--- src/rtl/packet_sum_accumulator.sv ---
// Packet sum accumulator: totals per-beat sums and emits one record per packet.
// Define PKT_ACC_MAXLEN_EN to truncate packets at MAX_BEATS and drop the remainder.
module packet_sum_accumulator #(
  parameter int unsigned WIDTH     = 8,
  parameter int unsigned ACC_W     = 16,
  parameter int unsigned CNT_W     = 8,
  parameter int unsigned MAX_BEATS = 16
) (
  input  logic               clk,
  input  logic               rst,
  input  logic               in_valid,
  output logic               in_ready,
  input  logic [WIDTH:0]     in_sum,
  input  logic               in_last,
  output logic               out_valid,
  input  logic               out_ready,
  output logic [ACC_W-1:0]   out_total,
  output logic [CNT_W-1:0]   out_beats,
  output logic               out_overflow,
  output logic               out_err
);

  localparam logic [1:0] IDLE  = 2'd0;
  localparam logic [1:0] ACCUM = 2'd1;
`ifdef PKT_ACC_MAXLEN_EN
  localparam logic [1:0] DROP  = 2'd2;
`endif

  if (ACC_W < WIDTH + 1 || MAX_BEATS < 1 || MAX_BEATS > (2 ** CNT_W) - 1) begin : g_bad_params
    $error("packet_sum_accumulator: illegal parameter combination");
  end

  logic [1:0]       state, state_d;
  logic [ACC_W-1:0] acc, acc_d;
  logic [CNT_W-1:0] cnt, cnt_d;
  logic             ovf, ovf_d;
  logic             out_valid_d;
  logic [ACC_W-1:0] out_total_d;
  logic [CNT_W-1:0] out_beats_d;
  logic             out_overflow_d;
  logic [ACC_W:0]   sum_c;
  logic [CNT_W-1:0] cnt_inc;
  logic             accept;
  logic             dropping;
  logic             trunc;
  logic             close;

`ifdef PKT_ACC_MAXLEN_EN
  logic out_err_d;
  assign dropping = (state == DROP);
  assign trunc    = !in_last && (cnt_inc == CNT_W'(MAX_BEATS));
`else
  assign dropping = 1'b0;
  assign trunc    = 1'b0;
  assign out_err  = 1'b0;
`endif

  // Drop mode swallows beats regardless of the result register.
  assign in_ready = dropping || !out_valid || out_ready;
  assign accept   = in_valid && in_ready;
  assign sum_c    = {1'b0, acc} + (ACC_W+1)'(in_sum);
  assign cnt_inc  = (cnt == {CNT_W{1'b1}}) ? cnt : cnt + CNT_W'(1);
  assign close    = in_last || trunc;

  // Next-state and datapath decode.
  always_comb begin
    state_d        = state;
    acc_d          = acc;
    cnt_d          = cnt;
    ovf_d          = ovf;
    out_valid_d    = out_valid && !out_ready;
    out_total_d    = out_total;
    out_beats_d    = out_beats;
    out_overflow_d = out_overflow;
`ifdef PKT_ACC_MAXLEN_EN
    out_err_d      = out_err;
`endif
    case (state)
      IDLE, ACCUM: begin
        if (accept) begin
          if (close) begin
            out_valid_d    = 1'b1;
            out_total_d    = sum_c[ACC_W-1:0];
            out_beats_d    = cnt_inc;
            out_overflow_d = ovf || sum_c[ACC_W];
            acc_d          = '0;
            cnt_d          = '0;
            ovf_d          = 1'b0;
            state_d        = IDLE;
`ifdef PKT_ACC_MAXLEN_EN
            out_err_d      = trunc;
            if (trunc) state_d = DROP;
`endif
          end else begin
            acc_d   = sum_c[ACC_W-1:0];
            cnt_d   = cnt_inc;
            ovf_d   = ovf || sum_c[ACC_W];
            state_d = ACCUM;
          end
        end
      end
`ifdef PKT_ACC_MAXLEN_EN
      DROP: begin
        if (accept && in_last) state_d = IDLE;
      end
`endif
      default: state_d = IDLE;
    endcase
  end

  always_ff @(posedge clk) begin
    if (rst) begin
      state        <= IDLE;
      acc          <= '0;
      cnt          <= '0;
      ovf          <= 1'b0;
      out_valid    <= 1'b0;
      out_total    <= '0;
      out_beats    <= '0;
      out_overflow <= 1'b0;
`ifdef PKT_ACC_MAXLEN_EN
      out_err      <= 1'b0;
`endif
    end else begin
      state        <= state_d;
      acc          <= acc_d;
      cnt          <= cnt_d;
      ovf          <= ovf_d;
      out_valid    <= out_valid_d;
      out_total    <= out_total_d;
      out_beats    <= out_beats_d;
      out_overflow <= out_overflow_d;
`ifdef PKT_ACC_MAXLEN_EN
      out_err      <= out_err_d;
`endif
    end
  end

endmodule
--- config.mk ---
export PLATFORM = sky130hd
export DESIGN_NAME = packet_sum_accumulator
export DESIGN_NICKNAME = d
export VERILOG_FILES = /design/src/rtl/packet_sum_accumulator.sv
export SDC_FILE = /design/constraint.sdc
export NUM_CORES = 1
export LEC_CHECK = 0
export CORE_MARGIN = 4
export CORE_UTILIZATION = 25
export DETAILED_ROUTE_END_ITERATION = 6
export GPL_ROUTABILITY_DRIVEN = 1
export PLACE_DENSITY = 0.44
export REMOVE_ABC_BUFFERS = 1
export SETUP_SLACK_MARGIN = 0.1
export SLEW_MARGIN = 20
export SYNTH_ARGS = -nofsm -noshare
export SYNTH_HDL_FRONTEND = slang
export SYNTH_SLANG_ARGS = --single-unit
--- constraint.sdc ---
create_clock -name clk -period 4.9 [get_ports clk]
set_input_delay 0.98 -clock clk [delete_from_list [all_inputs] [get_ports clk]]
set_output_delay 0.98 -clock clk [all_outputs]
set_load 0.005 [all_outputs]
Word level (Yosys, flattened, before mapping)
Cells that the tools add are included.
{"block": "word_totals", "reg_bits": 53, "in_bits": 14, "output_inout_bits": 28}
{"block": "op_classes", "add_sub_neg": 2, "eq_ne": 2, "mux": 8, "bitwise": 1, "reduce_logical": 11}
{"cell": "adder 16 x 9 -> 17 bit", "n": 1}
{"cell": "two-way mux 16 bit", "n": 1}
{"cell": "two-way mux 8 bit", "n": 2}
{"cell": "adder 8 x 1 -> 8 bit, second input constant", "n": 1}
{"cell": "== test 8 bit, second input constant", "n": 1}
{"cell": "two-way mux 1 bit", "n": 5}
{"cell": "OR reduction 2 bit", "n": 2}
{"cell": "AND reduction 3 bit", "n": 1}
{"cell": "== test 2 x 1 -> 1 bit, second input constant", "n": 1}
{"cell": "logical AND 1 bit", "n": 2}
{"cell": "zero test 1 bit", "n": 2}
{"cell": "zero test 2 bit", "n": 1}
{"cell": "logical OR 1 bit", "n": 2}
{"cell": "AND reduction 2 bit", "n": 1}
{"cell": "NOT 1 bit", "n": 1}

Logic depth before layout (Yosys ltp)
{"block": "logic_depth", "depth_word": 5, "depth_mapped": 8, "mapped_depth_nobuf": 7}

Least setup slack after synthesis
No wires, ideal clock.
{"block": "synth_timing", "path_kind": "input-to-reg", "start": "in in_sum[0]", "end": "reg acc[12]", "arrival_ns": 2.577, "required_ns": 4.768, "setup_slack_ns": 2.190, "path_stages": 7, "path_cell_list": "ha_1 > fa_1 > a21o_1 > a221oi_4 > a2111o_1 > mux2i_1 > a21oi_1"}
{"block": "synth_between", "elab_chain_cells": 2}
{"element": "start, declared", "line": "13", "rtl": "input logic [WIDTH:0] in_sum,"}
{"element": "adder 16 x 9 -> 17 bit", "line": "61", "rtl": "assign sum_c = {1'b0, acc} + (ACC_W+1)'(in_sum);"}
{"element": "two-way mux 16 bit", "line": "81", "rtl": "if (close) begin"}
{"element": "end signal, assigned", "line": "114", "rtl": "acc <= '0;"}
{"element": "end signal, assigned", "line": "126", "rtl": "acc <= acc_d;"}
{"element": "end, declared", "line": "34", "rtl": "logic [ACC_W-1:0] acc, acc_d;"}
Every way passes these cells.
A chain may end at the register's enable or synchronous reset.

Final worst setup path
{"block": "layout_timing", "start": "in out_ready", "end": "out in_ready"}
{"block": "layout_between", "elab_chain_cells": 1}
{"element": "start, declared", "line": "16", "rtl": "input logic out_ready,"}
{"element": "logical OR 1 bit", "line": "59", "rtl": "assign in_ready = dropping || !out_valid || out_ready;"}
{"element": "end, declared", "line": "12", "rtl": "output logic in_ready,"}
Every way passes these cells.

==> PnR_summary.wiki <==
{| class="wikitable"
! Metric !! Value
|-
| Total gr overflow || 0
|-
| I/O Pins || 42
|-
| Share of final-layout standard cells stronger than drive strength 1 || 6.745%
|-
| Die outline area || 0.01221 mm^2
|-
| Fraction of synthesis flops using an asynchronous set or reset pin || 0%
|-
| Worst slew margin relative to its limit || 58.17%
|-
| Floorplan die width || around 110 um
|-
| Post-Syn Instances || 306
|-
| Number of CTS-inserted buffers || 5
|-
| Post-synthesis simple-gate area fraction || 19.87%
|-
| CTS tree || yes
|-
| Detailed-route via count || 2353
|-
| Clk sink count || 51
|-
| Post-cts resize count || 0
|-
| Area of the mapped netlist || between 0.002 and 0.003 mm^2
|-
| Post-CTS setup-driven buffer insertion count || 0
|-
| Number of buffer cells added on primary ports || 40
|-
| Worst clock skew on the final layout || 10.59 ps
|-
| Run status || completed
|-
| Least-Margin Pin Slew || 625.5 ps
|-
| Number of antenna violations at the first check in global routing || 0
|-
| Unrepaired setup endpoints after global routing || no
|-
| Leakage power figure || ~1.2 nW
|-
| Final Max Tran Viols || 0
|-
| Number of inserted diodes || 0
|-
| Area share of fa/ha/maj cells after synthesis || roughly 5.5%
|-
| Multiplexer share of the synthesized area || about 1.9%
|-
| Final sum of negative setup slack || 0 ps
|-
| HPWL Detailed || 4923 um
|-
| Hold Fails Final Rpt || 0
|-
| Post-route clock period utilization || 64.79%
|-
| Ranking of synthesized cells by area || sky130_fd_sc_hd__dfxtp_1 39%, sky130_fd_sc_hd__ha_1 4.8%, sky130_fd_sc_hd__nand2_1 4.4%
|-
| Deepest level of the CTS H-tree || 2
|-
| Final setup viols || 0
|-
| Cell with the most instances after synthesis || sky130_fd_sc_hd__dfxtp_1
|-
| Starting density of the core || 25.55%
|-
| Number of DRC violations after detailed routing || 0
|-
| Number of global-route vias before repair || 2246
|-
| Clock root buffer || sky130_fd_sc_hd__clkbuf_8
|-
| EDFF count, synth || 0
|-
| Endpoint required time on the critical path || 3920 ps
|-
| Kind of end point of the critical path || output port
|-
| Crit Path Class || in2out
|-
| Worst voltage drop across the vdd grid || 0.1037 mV
|-
| Element type at the critical path start || input pin
|-
| Detailed-route wire length per cell || around 15 um
|-
| First-pass iteration count of the detailed router || 5
|-
| Final weighted congestion of routability-driven global placement || between 0.8 and 0.9
|-
| Synth-to-Final Area Change || 23.44%
|-
| Maximum clock path buffer count || 2
|-
| Clock period minus final worst setup slack || 3175 ps
|-
| Synth Area in XOR/XNOR || 3.335%
|-
| Worst hold-check path type || reg2reg
|-
| Proportion of netlist area held by the largest area contributor || 38.88%
|-
| Global routing usage summed across all routing layers || 11.89%
|-
| Compound-gate portion of the synthesized area || 26.16%
|-
| Global-route wire length before repair || 11850 um
|-
| Number of buffers added to fix hold violations after cts || 0
|-
| Maximum fanout count along the critical path || 7
|-
| Top post-synthesis cells by count || 51 x sky130_fd_sc_hd__dfxtp_1, 31 x sky130_fd_sc_hd__nand2_1, 25 x sky130_fd_sc_hd__nor2_1
|-
| Clk slew on worst S/H paths || 90 ps
|-
| Power density relative to cell area || approximately 250 mW/mm^2
|-
| Util after Layout || 31.54%
|-
| Clock network latency to the later pin of the worst-skew pair || 310 ps
|-
| Top FF cell, synth || sky130_fd_sc_hd__dfxtp_1
|-
| Number of nets at the end of the flow || ~370
|-
| Area inside the core boundary || 0.01028 mm^2
|-
| Register area share after synthesis || 38.88%
|-
| Routed Antenna Nets || 0
|-
| Largest net degree at the start of global routing || 31
|-
| Max-Cap Viols || 0
|-
| Warnings from Yosys || 0
|-
| Number of design-rule violations left by the first detailed-router iteration || 171
|-
| Die Y || 110.5 um
|-
| Design area || 0.003242 mm^2
|-
| Via count normalized by instance count || 4.933
|-
| Number of distinct library cells after synthesis || 54
|-
| Post-place instance area || 0.003154 mm^2
|-
| Highest Clock Rate || 0.3150 GHz
|-
| Sum of routed wire length over all layers || 7270 um
|-
| Standard-cell rows || 37
|-
| Biggest area consumer among synthesized cells || sky130_fd_sc_hd__dfxtp_1
|-
| Dominant combinational cell family by area after synthesis || compound AO/OA/AOI/OAI gates
|-
| Synthesis-stage register bit count || around 50
|-
| Per-instance average area after synthesis || around 8.6 um^2
|-
| Arrival time worst endpoint || 2190 ps
|}
-- path summary, 6_finish.rpt --
path / startpoint / endpoint / slack [ps] / cells after the start
max: out_ready / in_ready / 1730 / 3
min: out_beats[6] / out_beats[6] / 450 / 2
max reg2reg: acc[0] / acc[12] / 2680 / 7
min reg2reg: out_beats[6] / out_beats[6] / 450 / 2
-- registers in the layout (all words and copies together) (netlist names) --
name and cells:
out_beats 8, out_overflow 1, cnt 8, acc 16
out_total 16, ovf 1, out_valid 1
-- per-layer routing --
layer	global-route usage [%]	part of all wire [%]
met5	0	0
met4	3.530	1.2
met3	2.301	3.9
met2	18.41	45
met1	16.71	50
-- cell usage in the layout, fill, tap and decap left out, types with 5 or more instances in the layout --
cell type / instances
sky130_fd_sc_hd__a21oi_1: 18
sky130_fd_sc_hd__a22o_1: 7
sky130_fd_sc_hd__a31oi_1: 7
sky130_fd_sc_hd__buf_4: 6
sky130_fd_sc_hd__clkbuf_8: 6
sky130_fd_sc_hd__clkdlybuf4s50_1: 40
sky130_fd_sc_hd__dfxtp_1: 51
sky130_fd_sc_hd__ha_1: 10
sky130_fd_sc_hd__inv_1: 5
sky130_fd_sc_hd__mux2i_1: 5
sky130_fd_sc_hd__nand2_1: 31
sky130_fd_sc_hd__nand3_1: 12
sky130_fd_sc_hd__nand3b_1: 6
sky130_fd_sc_hd__nor2_1: 25
sky130_fd_sc_hd__nor3_1: 5
sky130_fd_sc_hd__o21ai_0: 17
sky130_fd_sc_hd__o21ai_1: 11
sky130_fd_sc_hd__or3_1: 6
sky130_fd_sc_hd__xnor2_1: 6
-- layout make-up --
| class | instances | area, um^2 |
|---|---|---|
| Sequential cell | 51 | 1021 |
| Tap cell | 136 | 170.2 |
| Inverter | 6 | 22.52 |
| Clock buffer | 6 | 82.58 |
| Timing Repair Buffer | 46 | 445.4 |
| Multi-Input combinational cell | 231 | 1495 |
| Fill cell | 1117 | 7036 |
| Clock inverter | 1 | 5.005 |
-- cell families after synthesis --
family / Yosys count
xor gates and xnor gates: 10
AOI/OAI and AO/OA: 98
muxes: 5
buffers and inverters: 24
adders and majority gates: 11
DFF: 51
and+or+nand+nor: 106
other: 1
-- per-stage QoR --
| stage | setup WS [ps] | total power, mW | hold WS, ps | instances |
|---|---|---|---|---|
| final | 1725 | 0.8175 | 451.0 | 477 |
| after global placement | 1556 | 0.5721 | 442.6 | 470 |
| after floorplan | 2203 | 0.5123 | 441.9 | 288 |
| after CTS | 1726 | 0.8319 | 456.3 | 477 |
| after global routing | 1662 | 0.8601 | 473.0 | 477 |
| after detailed placement | 1534 | 0.5717 | 443.6 | 470 |
-- where the power goes --
| group | switching (mW) | internal, mW |
|---|---|---|
| registers | 0.00695 | 0.426 |
| logic | 0.0736 | 0.0547 |
| clock network | 0.145 | 0.111 |
-- worst max-delay path, cell delays in order --
cell and delay [ps]:
sky130_fd_sc_hd__clkdlybuf4s50_1 440, sky130_fd_sc_hd__nand2b_1 220, sky130_fd_sc_hd__clkdlybuf4s50_1 550
Power figures use the tool's default switching activity.
